[config.mk]
export PLATFORM = sky130hd
export DESIGN_NAME = core_control_multi
export DESIGN_NICKNAME = d
export VERILOG_FILES = /design/src/rtl/core_control_multi.sv
export SDC_FILE = /design/constraint.sdc
export NUM_CORES = 1
export LEC_CHECK = 0
export CAP_MARGIN = 20
export CORE_ASPECT_RATIO = 0.9
export CORE_MARGIN = 8
export CORE_UTILIZATION = 30
export DETAILED_ROUTE_END_ITERATION = 12
export PLACE_DENSITY = 0.58
export SYNTH_ARGS = -nofsm -noshare
export SYNTH_HDL_FRONTEND = slang
export SYNTH_SLANG_ARGS = --single-unit
export TNS_END_PERCENT = 10
[constraint.sdc]
create_clock -name ctrl_clk -period 2.2 [get_ports ctrl_clk]
set_input_delay 0.44 -clock ctrl_clk [delete_from_list [all_inputs] [get_ports ctrl_clk]]
set_output_delay 0.44 -clock ctrl_clk [all_outputs]
set_load 0.05 [all_outputs]
[src/rtl/core_control_multi.sv]
// Store/transfer/process sequencer that dispatches work round-robin across NUM_PU units.
// Watchdog-guarded waits on the memory controller and the units, with a sticky error state.
module core_control_multi #(
  parameter int ADDR_W    = 6,
  parameter int NUM_PU    = 4,
  parameter int MEM_DEPTH = 64,
  parameter int TIMEOUT   = 255,
  parameter int CNT_W     = 7,
  localparam int SEL_W    = (NUM_PU > 1) ? $clog2(NUM_PU) : 1
) (
  input  logic              ctrl_clk,
  input  logic              ctrl_reset,
  input  logic [4:0]        ctrl_instruction,
  input  logic [ADDR_W-1:0] ctrl_data_address_in,
  input  logic              ctrl_valid_inst,
  input  logic              ctrl_valid_data,
  input  logic              ctrl_last_data,
  input  logic              ctrl_err_clr,
  input  logic              mc_err,
  input  logic              mc_cont_procc,
  input  logic              mc_data_done,
  input  logic [NUM_PU-1:0] procc_done,
  output logic [ADDR_W-1:0] mc_data_address_out,
  output logic              mc_we,
  output logic [3:0]        ctrl_data_contition,
  output logic [NUM_PU-1:0] procc_start,
  output logic [4:0]        ctrl_inst_out,
  output logic [SEL_W-1:0]  ctrl_pu_sel,
  output logic [CNT_W-1:0]  ctrl_word_count,
  output logic              ctrl_busy,
  output logic              ctrl_error
);

  localparam int WD_W = $clog2(TIMEOUT + 1);

  typedef enum logic [2:0] {
    IDLE, STORE_DATA, TRANS_DATA, START_PROC, DONE_PROC, ERROR
  } state_t;

  state_t              state, state_nxt;
  logic [WD_W-1:0]     wd, wd_nxt;
  logic [ADDR_W-1:0]   addr_nxt;
  logic                we_nxt;
  logic [3:0]          cond_nxt;
  logic [NUM_PU-1:0]   start_nxt;
  logic [4:0]          inst_nxt;
  logic [SEL_W-1:0]    sel_nxt;
  logic [CNT_W-1:0]    cnt_nxt;
  logic                wd_exp;
  logic                done_sel;

  assign wd_exp   = (wd == WD_W'(TIMEOUT - 1));
  assign done_sel = |(procc_done & (NUM_PU'(1) << ctrl_pu_sel));

  always_ff @(posedge ctrl_clk) begin
    if (ctrl_reset) begin
      state               <= IDLE;
      wd                  <= '0;
      mc_data_address_out <= '0;
      mc_we               <= 1'b0;
      ctrl_data_contition <= '0;
      procc_start         <= '0;
      ctrl_inst_out       <= '0;
      ctrl_pu_sel         <= '0;
      ctrl_word_count     <= '0;
      ctrl_busy           <= 1'b0;
      ctrl_error          <= 1'b0;
    end else begin
      state               <= state_nxt;
      wd                  <= wd_nxt;
      mc_data_address_out <= addr_nxt;
      mc_we               <= we_nxt;
      ctrl_data_contition <= cond_nxt;
      procc_start         <= start_nxt;
      ctrl_inst_out       <= inst_nxt;
      ctrl_pu_sel         <= sel_nxt;
      ctrl_word_count     <= cnt_nxt;
      ctrl_busy           <= (state_nxt != IDLE);
      ctrl_error          <= (state_nxt == ERROR);
    end
  end

  always_comb begin
    state_nxt = state;
    addr_nxt  = mc_data_address_out;
    we_nxt    = 1'b0;
    cond_nxt  = ctrl_data_contition;
    start_nxt = '0;
    inst_nxt  = ctrl_inst_out;
    sel_nxt   = ctrl_pu_sel;
    cnt_nxt   = ctrl_word_count;
    case (state)
      IDLE:
        if (ctrl_valid_inst && ctrl_valid_data) begin
          inst_nxt = ctrl_instruction;
          addr_nxt = ctrl_data_address_in;
          cnt_nxt  = CNT_W'(1);
          if (ctrl_last_data) begin
            state_nxt = TRANS_DATA;
            cond_nxt  = 4'b1100;
          end else begin
            state_nxt = STORE_DATA;
            we_nxt    = 1'b1;
          end
        end
      STORE_DATA:
        if (mc_err) begin
          state_nxt = ERROR;
        end else if (ctrl_valid_data) begin
          // A non-last word with the buffer already full would overrun memory.
          if (!ctrl_last_data && ctrl_word_count == CNT_W'(MEM_DEPTH)) begin
            state_nxt = ERROR;
          end else begin
            addr_nxt = mc_data_address_out + 1'b1;
            cnt_nxt  = ctrl_word_count + 1'b1;
            if (ctrl_last_data) begin
              state_nxt = TRANS_DATA;
              cond_nxt  = 4'b1100;
            end else begin
              we_nxt = 1'b1;
            end
          end
        end
      TRANS_DATA:
        if (mc_cont_procc) begin
          state_nxt = START_PROC;
          cond_nxt  = 4'b1111;
          start_nxt = NUM_PU'(1) << ctrl_pu_sel;
        end else if (wd_exp) begin
          state_nxt = ERROR;
        end
      START_PROC:
        if (done_sel) begin
          state_nxt = DONE_PROC;
          cond_nxt  = 4'b1110;
          sel_nxt   = (ctrl_pu_sel == SEL_W'(NUM_PU - 1)) ? '0 : ctrl_pu_sel + 1'b1;
        end else if (wd_exp) begin
          state_nxt = ERROR;
        end
      DONE_PROC:
        if (mc_data_done) begin
          state_nxt = IDLE;
          cond_nxt  = 4'b0000;
        end else if (mc_cont_procc) begin
          state_nxt = TRANS_DATA;
        end else begin
          state_nxt = IDLE;
        end
      ERROR:
        if (ctrl_err_clr) state_nxt = IDLE;
      default: state_nxt = IDLE;
    endcase
    if (state_nxt == ERROR) begin
      we_nxt    = 1'b0;
      start_nxt = '0;
      cond_nxt  = 4'b0000;
    end
    wd_nxt = '0;
    if (state_nxt == state && (state == TRANS_DATA || state == START_PROC))
      wd_nxt = wd + 1'b1;
  end

endmodule

==> flow_summary_export.csv, run 1 <==
group,metric,value,unit
outcome,status,"finished clean",
critical_path,arrival,1600,ps
clock_network,cts_buffer_depth,2,
layout,drive_above_1_share,13.93,%
clock_network,cts.sinks,41,
floorplanning,die_area,9756,µm²
placed_design,place.gp.congestion,0.7630,
placed_design,port_buffers,54,
logic_synthesis,synth_top_family_by_area,"simple AND/OR/NAND/NOR gates",
critical_path,crit_path_end_kind,"output port",
layout,fill_cells,663,
clock_network,cts_tree,"done",
timing,slew_viol_final,0,
timing,setup_tns,0,ps
layout,antenna_cells,0,
logic_synthesis,yosys_register_bits,41,
layout,areaGrowthSynthToFinish,44.76,%
logic_synthesis,synth.area.mux_share,0.4872,%
layout,design_area,2974,µm²
timing,worst_pin_slew,530.4,ps
logic_synthesis,postSynthCellCount,242,
global_routing,grt_usage,11.68,%
logic_synthesis,avgSynthCellArea,8.490,µm²
critical_path,slowest_stage,"clkdlybuf4s50_1",
critical_path,cp_max_fo,6,
timing,period_minus_slack,2043,ps
floorplanning,die_y,94.51,µm
clock_network,cts_resized,0,
global_routing,grt_pass1_vias,1896,
logic_synthesis,async_reset_ff_share,0,%
placed_design,placed_cell_area,2870,µm²
logic_synthesis,synth_edf_count,0,
route,first_iter_violations,58,
route,viasPerCell,4.741,
route,dr.pass1.iters,4,
floorplanning,initial_utilization,31.03,%
critical_path,cp-start-kind,"flop",
timing,max-slew-margin-rel,64.53,%
floorplanning,rows,28,
placed_design,dp_hpwl,4345,µm
logic_synthesis,synth_seq_area_share,39.95,%
floorplanning,core-area,6621,µm²
critical_path,crit_type,"flop to output port",
clock_network,h-tree-depth,2,
logic_synthesis,synth-xor-area-share,4.689,%
logic_synthesis,synthSimpleGateAreaFrac,27.10,%
timing,hold_violations,0,
critical_path,critical_path.top_delay_family,"buffers and inverters",
floorplanning,die_w,103.2,µm
route,antenna_left,0,
global_routing,grt_pass1_wl,9094,µm
global_routing,grt_max_degree,20,
route,vias,1958,
timing,rsz0062_at_grt,"false",
floorplanning,ioPinCount,55,
logic_synthesis,synth_nets,275,
clock_network,root_buffer,"clkbuf_8",
timing,hold_slack,459.4,ps
logic_synthesis,synth_adder_area_share,5.481,%
timing,setup_viol,0,
route,drt-wirelength-per-cell,13.57,µm
clock_network,clk_pin_slew,80,ps
layout,fin_nets,355,
route,wirelength,5605,µm
logic_synthesis,synth_area,2054,µm²
global_routing,antenna_found_initial,0,
timing,clock_skew,3.115,ps
hold_path,hold_path.class,"flop to flop",
power_and_ir_drop,p_leak,1.085,nW
critical_path,required,1760,ps
route,drc,0,
job,drv_cap,0,
global_routing,grt_overflow_total,0,
clock_network,hold_buffers,0,
logic_synthesis,yosysWarnings,0,
logic_synthesis,ys_types,51,
power_and_ir_drop,power.density,578.1,nW/µm²
timing,fmax,489.6,MHz
logic_synthesis,synth-compound-area-share,18.03,%
timing,min_period_over_period,92.85,%
power_and_ir_drop,ir_worst_vdd,292.3,µV
critical_path,slowest_delay,810,ps
critical_path,crit_buf_inv,2,
clock_network,cts_setup_buffers,0,
clock_network,clk_latency,290,ps
critical_path,cp_cell_sequence,"buf_4 > clkdlybuf4s50_1",
logic_synthesis,synth_ff_type,"dfxtp_1",
clock_network,cts_buffers,5,
-- report_power, final --
group          internal (mW)  total, mW  switching, mW
clock network          0.284      0.540          0.256
registers              0.768      0.798         0.0305
logic                  0.169      0.382          0.213
-- cell type report --
cell class	count	area, µm²	area share (%)
Multi-Input combinational cell	180	1149	38.62
Tap cell	90	112.6	3.786
Inverter	14	52.55	1.767
Clock inverter	1	5.005	0.1683
Timing Repair Buffer	80	735.7	24.74
Clock buffer	7	96.34	3.239
Sequential cell	41	823.3	27.68
-- Yosys cell counts, types with 3 or more instances --
cell / n / share of area [%]
ha_1: 9 / 5.5
xnor2_1: 6 / 2.6
and2_1: 3 / 0.91
nor2_1: 28 / 5.1
nand2_1: 19 / 3.5
nor3b_1: 7 / 2.6
nor2b_1: 5 / 1.5
o21ai_0: 4 / 0.97
a21oi_1: 21 / 5.1
nand3_1: 11 / 2.7
nand2b_1: 3 / 0.91
nor3_1: 11 / 2.7
inv_1: 14 / 2.6
nor4_1: 4 / 1.2
nand4_1: 4 / 1.2
and3_1: 3 / 0.91
dfxtp_1: 41 / 40
buf_2: 4 / 0.97
xor2_1: 5 / 2.1
a211oi_1: 6 / 2.2
-- sequential cells by signal, indices dropped and copies added, names as in the netlist --
signal,cells
ctrl_inst_out,5
ctrl_word_count,7
ctrl_data_contition,3
mc_we,1
wd,8
ctrl_pu_sel,2
ctrl_busy,1
ctrl_error,1
procc_start,4
state,3
mc_data_address_out,6
-- through the flow --
step / power [mW] / std cells / worst slack (ps) / utilization [%]
floorplan: 1.026 / 242 / 36.47 / -
global placement: 1.196 / 405 / -45.34 / 43.35
detailed placement: 1.197 / 405 / -100.4 / 43.35
CTS: 1.742 / 413 / 106.9 / 44.88
global route: 1.818 / 413 / 39.46 / 44.92
finish: 1.719 / 413 / 157.3 / 44.92
-- final timing paths --
| check | endpoint | slack (ps) | depth (start not counted) | start |
|---|---|---|---|---|
| worst max register to register | wd[6] | 220 | 7 | ctrl_pu_sel[0] |
| worst max-delay path | ctrl_word_count[2] | 160 | 2 | ctrl_word_count[2] |
| worst min-delay path | ctrl_data_contition[0] | 460 | 2 | ctrl_data_contition[0] |
| worst min register to register | ctrl_data_contition[0] | 460 | 2 | ctrl_data_contition[0] |
-- logic make-up after synthesis --
group | count (synthesis)
AOI/OAI and AO/OA | 53
adders and majority gates | 9
xor gates and xnor gates | 11
buffers and inverters | 21
DFF | 41
muxes | 1
and+or+nand+nor | 106
-- per-layer routing --
metal,vias up,GRT usage (%),routed length (µm)
met1,872,15.69,2751
met3,7,4.338,519
met2,58,16.43,2259
met5,-,0,0
met4,0,4.573,75
li1,1021,-,-
-- cells in the final DEF, fill, tap and decap left out, types with 7 or more instances in the layout --
cell / n
nor2_1: 28
nand2_1: 19
nor3b_1: 7
a21oi_1: 21
dfxtp_1: 39
ha_1: 9
clkbuf_8: 7
buf_4: 26
clkdlybuf4s50_1: 54
inv_1: 14
nor3_1: 11
nand3_1: 11
-- worst min-delay path, stage by stage (launching register included) --
cell     delay [ps]
dfxtp_1         310
nand2_1          50
a21oi_1          50
No activity file was read; power rests on OpenSTA's default activity.
==> inputs of run 2 (changes only) <==
--- a/config.mk
+++ b/config.mk
@@ -9,8 +9,10 @@
 export CORE_ASPECT_RATIO = 0.9
 export CORE_MARGIN = 8
 export CORE_UTILIZATION = 30
+export CTS_CLUSTER_SIZE = 16
 export DETAILED_ROUTE_END_ITERATION = 12
 export PLACE_DENSITY = 0.58
+export RECOVER_POWER = 50
 export SYNTH_ARGS = -nofsm -noshare
 export SYNTH_HDL_FRONTEND = slang
 export SYNTH_SLANG_ARGS = --single-unit
==> run 2 against run 1 <==
Wire length shrank 0.14%. Worst hold slack worse by 2.9 ps. Clock-buffer cell count unchanged. Largest cell class unchanged. Combinational power shrank 2%. Clock power hardly changed. Final area decreased by 0.34%. Sequential cell count unchanged. Sequential power about the same. Register-to-register slack hardly changed. Critical path type unchanged. Critical endpoint unchanged. Global-route usage unchanged.
==> flow_summary_export.csv, run 2 (synthesized netlist as in run 1, its figures left out) <==
group,metric,value,unit
layout,antenna_cells,0,
critical_path,crit_path_end_kind,"output port",
clock_network,cts_buffer_depth,2,
layout,largest_reg_flops,8,
floorplanning,core-area,6621,µm²
placed_design,place.gp.congestion,0.7630,
layout,fill_cells,667,
route,highest_layer,"met4",
critical_path,cp_max_fo,6,
route,met2WireLength,2258,µm
global_routing,grt_max_degree,20,
power_and_ir_drop,p_leak,1.141,nW
route,viasPerCell,4.736,
power_and_ir_drop,power,1.710,mW
placed_design,dpl.cell_count,405,
route,drc,0,
global_routing,antenna_found_initial,0,
floorplanning,die_w,103.2,µm
timing,slew_viol_final,0,
layout,fin_cells,413,
critical_path,arrival,1600,ps
global_routing,grt_pass1_vias,1896,
timing,fmax,489.5,MHz
route,dr.pass1.iters,4,
timing,max-slew-margin-rel,64.08,%
layout,final_cell_mix,"dfxtp_1, clkdlybuf4s50_1, nor2_1",
layout,areaGrowthSynthToFinish,44.28,%
layout,drive_above_1_share,13.00,%
critical_path,required,1760,ps
clock_network,cts.sinks,41,
floorplanning,ioPinCount,55,
clock_network,hold_buffers,0,
power_and_ir_drop,ir_worst_vdd,290.3,µV
timing,hold_violations,0,
critical_path,cp-start-kind,"flop",
power_and_ir_drop,power.density,577.0,nW/µm²
floorplanning,die_y,94.51,µm
route,first_iter_violations,58,
timing,rsz0062_at_grt,"false",
route,dr_wl_met3,507,µm
timing,min_period_over_period,92.85,%
clock_network,root_buffer,"clkbuf_8",
critical_path,crit_type,"flop to output port",
route,wirelength,5597,µm
global_routing,grt_overflow_total,0,
timing,worst_pin_slew,537.0,ps
floorplanning,rows,28,
timing,clock_skew,3.357,ps
clock_network,cts_buffers,5,
layout,layout_commonest_cell,"dfxtp_1",
floorplanning,die_area,9756,µm²
placed_design,dp_hpwl,4345,µm
job,drv_cap,0,
global_routing,grt_pass1_wl,9094,µm
placed_design,port_buffers,54,
route,met1_length,2755,µm
clock_network,h-tree-depth,2,
global_routing,grt_usage,11.68,%
clock_network,cts_tree,"done",
outcome,status,"finished clean",
layout,fin_nets,355,
layout,regMostFlops,"wd",
floorplanning,initial_utilization,31.03,%
layout,reg_top3,"wd x8, ctrl_word_count x7, mc_data_address_out x6",
hold_path,hold_path.class,"flop to flop",
route,drt-wirelength-per-cell,13.55,µm
route,vias,1956,
timing,period_minus_slack,2043,ps
timing,setup_viol,0,
clock_network,clk_pin_slew,80,ps
clock_network,clk_latency,290,ps
route,antenna_left,0,
==> run 2: final timing paths <==
check,startpoint,endpoint,slack [ps],cells after the start
worst max-delay path,ctrl_word_count[2],ctrl_word_count[2],160,2
worst max register to register,ctrl_pu_sel[0],wd[6],220,7
worst min register to register,ctrl_data_contition[0],ctrl_data_contition[0],460,2
worst min-delay path,ctrl_data_contition[0],ctrl_data_contition[0],460,2
==> run 2: per-layer routing <==
metal | vias up | track usage [%]
met1 | 872 | 15.69
met5 | - | 0
met4 | 0 | 4.573
met3 | 7 | 4.338
met2 | 57 | 16.43
li1 | 1020 | -
==> run 2: repair_timing <==
item,CTS,global route
resized for setup,0,1
buffers inserted,0,0
setup endpoints to repair,0,10
==> run 2: worst max-delay path, cell delays in order, from the launching register on <==
cell	delay (ps)
dfxtp_1	350
buf_4	150
clkdlybuf4s50_1	810
==> run 2: stage by stage <==
stage               TNS, ps  area, µm²  hold slack, ps  setup slack (ps)  util, %
floorplan                 0       2057           453.2             36.47        -
global placement     -427.3       2870           449.7            -45.34    43.35
detailed placement   -736.2       2870           451.2            -100.4    43.35
CTS                       0       2972           464.4             106.9    44.88
global route              0       2964           478.8             40.19    44.77
finish                    0       2964           456.5             157.2    44.77
==> run 2: area by class of cell <==
type                            instances  area [µm²]  share of cell area [%]
Tap cell                               90       112.6                   3.799
Clock inverter                          1       5.005                  0.1688
Inverter                               14       52.55                   1.773
Timing Repair Buffer                   80       728.2                   24.57
Sequential cell                        41       823.3                   27.78
Clock buffer                            7       96.34                   3.250
Multi-Input combinational cell        180        1146                   38.67
==> run 2: power breakdown <==
group	total [mW]	leakage (nW)	switching (mW)	internal [mW]
clock	0.539	0.0542	0.256	0.284
combinational	0.374	0.754	0.212	0.161
sequential	0.797	0.334	0.0297	0.768
==> inputs of run 3 (changes only) <==
==> constraint.sdc (replaced) <==
create_clock -name ctrl_clk -period 2.3 [get_ports ctrl_clk]
set_input_delay 0.46 -clock ctrl_clk [delete_from_list [all_inputs] [get_ports ctrl_clk]]
set_output_delay 0.46 -clock ctrl_clk [all_outputs]
set_load 0.05 [all_outputs]
==> run 3 against run 2 <==
Core utilization is 1.3 points lower. Sequential cell count unchanged. Critical path depth down 1. First-iteration DRC count up 50%. Sequential power fell by 4.4%. Clock-buffer cell count unchanged. Power is 7.9% lower. Clock skew rose by 5.5 ps. Combinational power down 8.3%.
==> flow_summary_export.csv, run 3 (synthesized netlist as in run 1, its figures left out) <==
group,metric,value,unit
placed_design,place_ws,-66.92,ps
layout,fin_nets,346,
power_and_ir_drop,power,1.575,mW
timing,setup_tns,0,ps
critical_path,slowest_delay,860,ps
global_routing,grt_max_degree,20,
timing,hold_violations,0,
route,first_iter_violations,87,
power_and_ir_drop,p_leak,1.080,nW
timing,slew_viol_final,0,
route,antenna_left,0,
layout,regMostFlops,"wd",
outcome,status,"finished clean",
critical_path,cp-start-kind,"flop",
global_routing,grt_pass1_wl,8880,µm
global_routing,grt_pass1_vias,1856,
hold_path,hold_path.class,"flop to flop",
clock_network,h-tree-depth,2,
timing,clock_skew,8.888,ps
global_routing,grt_overflow_total,0,
floorplanning,die_area,9756,µm²
layout,final_cell_mix,"dfxtp_1, clkdlybuf4s50_1, nor2_1",
placed_design,place.gp.congestion,0.8087,
clock_network,cts_buffer_depth,2,
timing,fin_ws,242.4,ps
clock_network,root_buffer,"clkbuf_8",
timing,max-slew-margin-rel,62.72,%
layout,drive_above_1_share,9.585,%
route,vias,1900,
layout,areaGrowthSynthToFinish,40.07,%
clock_network,cts_setup_buffers,0,
floorplanning,core-area,6621,µm²
power_and_ir_drop,power.density,547.3,nW/µm²
clock_network,cts_buffers,5,
floorplanning,initial_utilization,31.03,%
route,drt-wirelength-per-cell,13.51,µm
placed_design,placed_cell_area,2803,µm²
timing,worst_pin_slew,557.4,ps
clock_network,clk_latency,290,ps
clock_network,cts.sinks,41,
floorplanning,die_w,103.2,µm
critical_path,crit_path_end_kind,"output port",
critical_path,cp_cell_sequence,"clkdlybuf4s50_1",
route,dr.pass1.iters,4,
critical_path,required,1840,ps
critical_path,crit_type,"flop to output port",
placed_design,port_buffers,54,
route,drc,0,
timing,min_period_over_period,89.46,%
power_and_ir_drop,ir_worst_vdd,206.5,µV
timing,period_minus_slack,2058,ps
clock_network,clk_pin_slew,80,ps
critical_path,critical_path.top_delay_family,"buffers and inverters",
timing,rsz0062_at_grt,"false",
floorplanning,die_y,94.51,µm
timing,fmax,486.0,MHz
timing,setup_viol,0,
critical_path,crit_buf_inv,1,
floorplanning,rows,28,
layout,layout_commonest_cell,"dfxtp_1",
floorplanning,ioPinCount,55,
global_routing,antenna_found_initial,0,
clock_network,cts_tree,"done",
critical_path,arrival,1600,ps
route,wirelength,5443,µm
critical_path,cp_max_fo,7,
critical_path,slowest_stage,"clkdlybuf4s50_1",
layout,antenna_cells,0,
layout,design_area,2878,µm²
layout,largest_reg_flops,8,
global_routing,grt_usage,11.44,%
timing,hold_slack,456.8,ps
job,drv_cap,0,
layout,reg_top3,"wd x8, ctrl_word_count x7, mc_data_address_out x6",
placed_design,dp_hpwl,4180,µm
route,viasPerCell,4.715,
## run 3: final timing paths
kind                            end  cells after the start  slack (ps)               start
max              ctrl_word_count[2]                      1         240  ctrl_word_count[2]
min                ctrl_inst_out[1]                      2         460    ctrl_inst_out[1]
max reg2reg  mc_data_address_out[4]                      5         260  ctrl_word_count[2]
min reg2reg        ctrl_inst_out[1]                      2         460    ctrl_inst_out[1]
## run 3: final cells by class
| class | instances | area [µm²] |
|---|---|---|
| Inverter | 14 | 52.55 |
| Tap cell | 90 | 112.6 |
| Clock buffer | 7 | 86.33 |
| Timing Repair Buffer | 71 | 656.9 |
| Fill cell | 655 | 3744 |
| Multi-Input combinational cell | 180 | 1146 |
| Sequential cell | 41 | 823.3 |
## run 3: through the flow
| step | cells | utilization, % |
|---|---|---|
| 3_5_place_dp | 396 | 42.33 |
| 6_report | 403 | 43.46 |
| 5_1_grt | 403 | 43.46 |
| 3_3_place_gp | 396 | 42.33 |
| 2_1_floorplan | 242 | - |
| 4_1_cts | 403 | 43.63 |
## run 3: what timing repair did
item	in CTS	in global routing
gates resized for setup	0	1
hold buffers	0	0
setup endpoints to repair	0	3
## run 3: tightest hold or removal path, stage by stage, from the launching register on
cell and delay (ps):
dfxtp_1 310, nand2_1 50, a21oi_1 50
## run 3: power breakdown
part / total [mW] / internal [mW] / switching (mW) / leakage [nW]
registers: 0.762 / 0.734 / 0.0280 / 0.334
clock network: 0.469 / 0.238 / 0.231 / 0.0443
logic: 0.343 / 0.142 / 0.201 / 0.702
total: 1.57 / 1.12 / 0.460 / 1.08
## run 3: metal layers
layer  GRT usage, %  vias up  wire length [µm]
met5              0        -                 0
met4          4.091        0                36
met3          4.779        2               559
met2          16.49       57              2169
met1          14.89      837              2679
li1               -     1004                 -
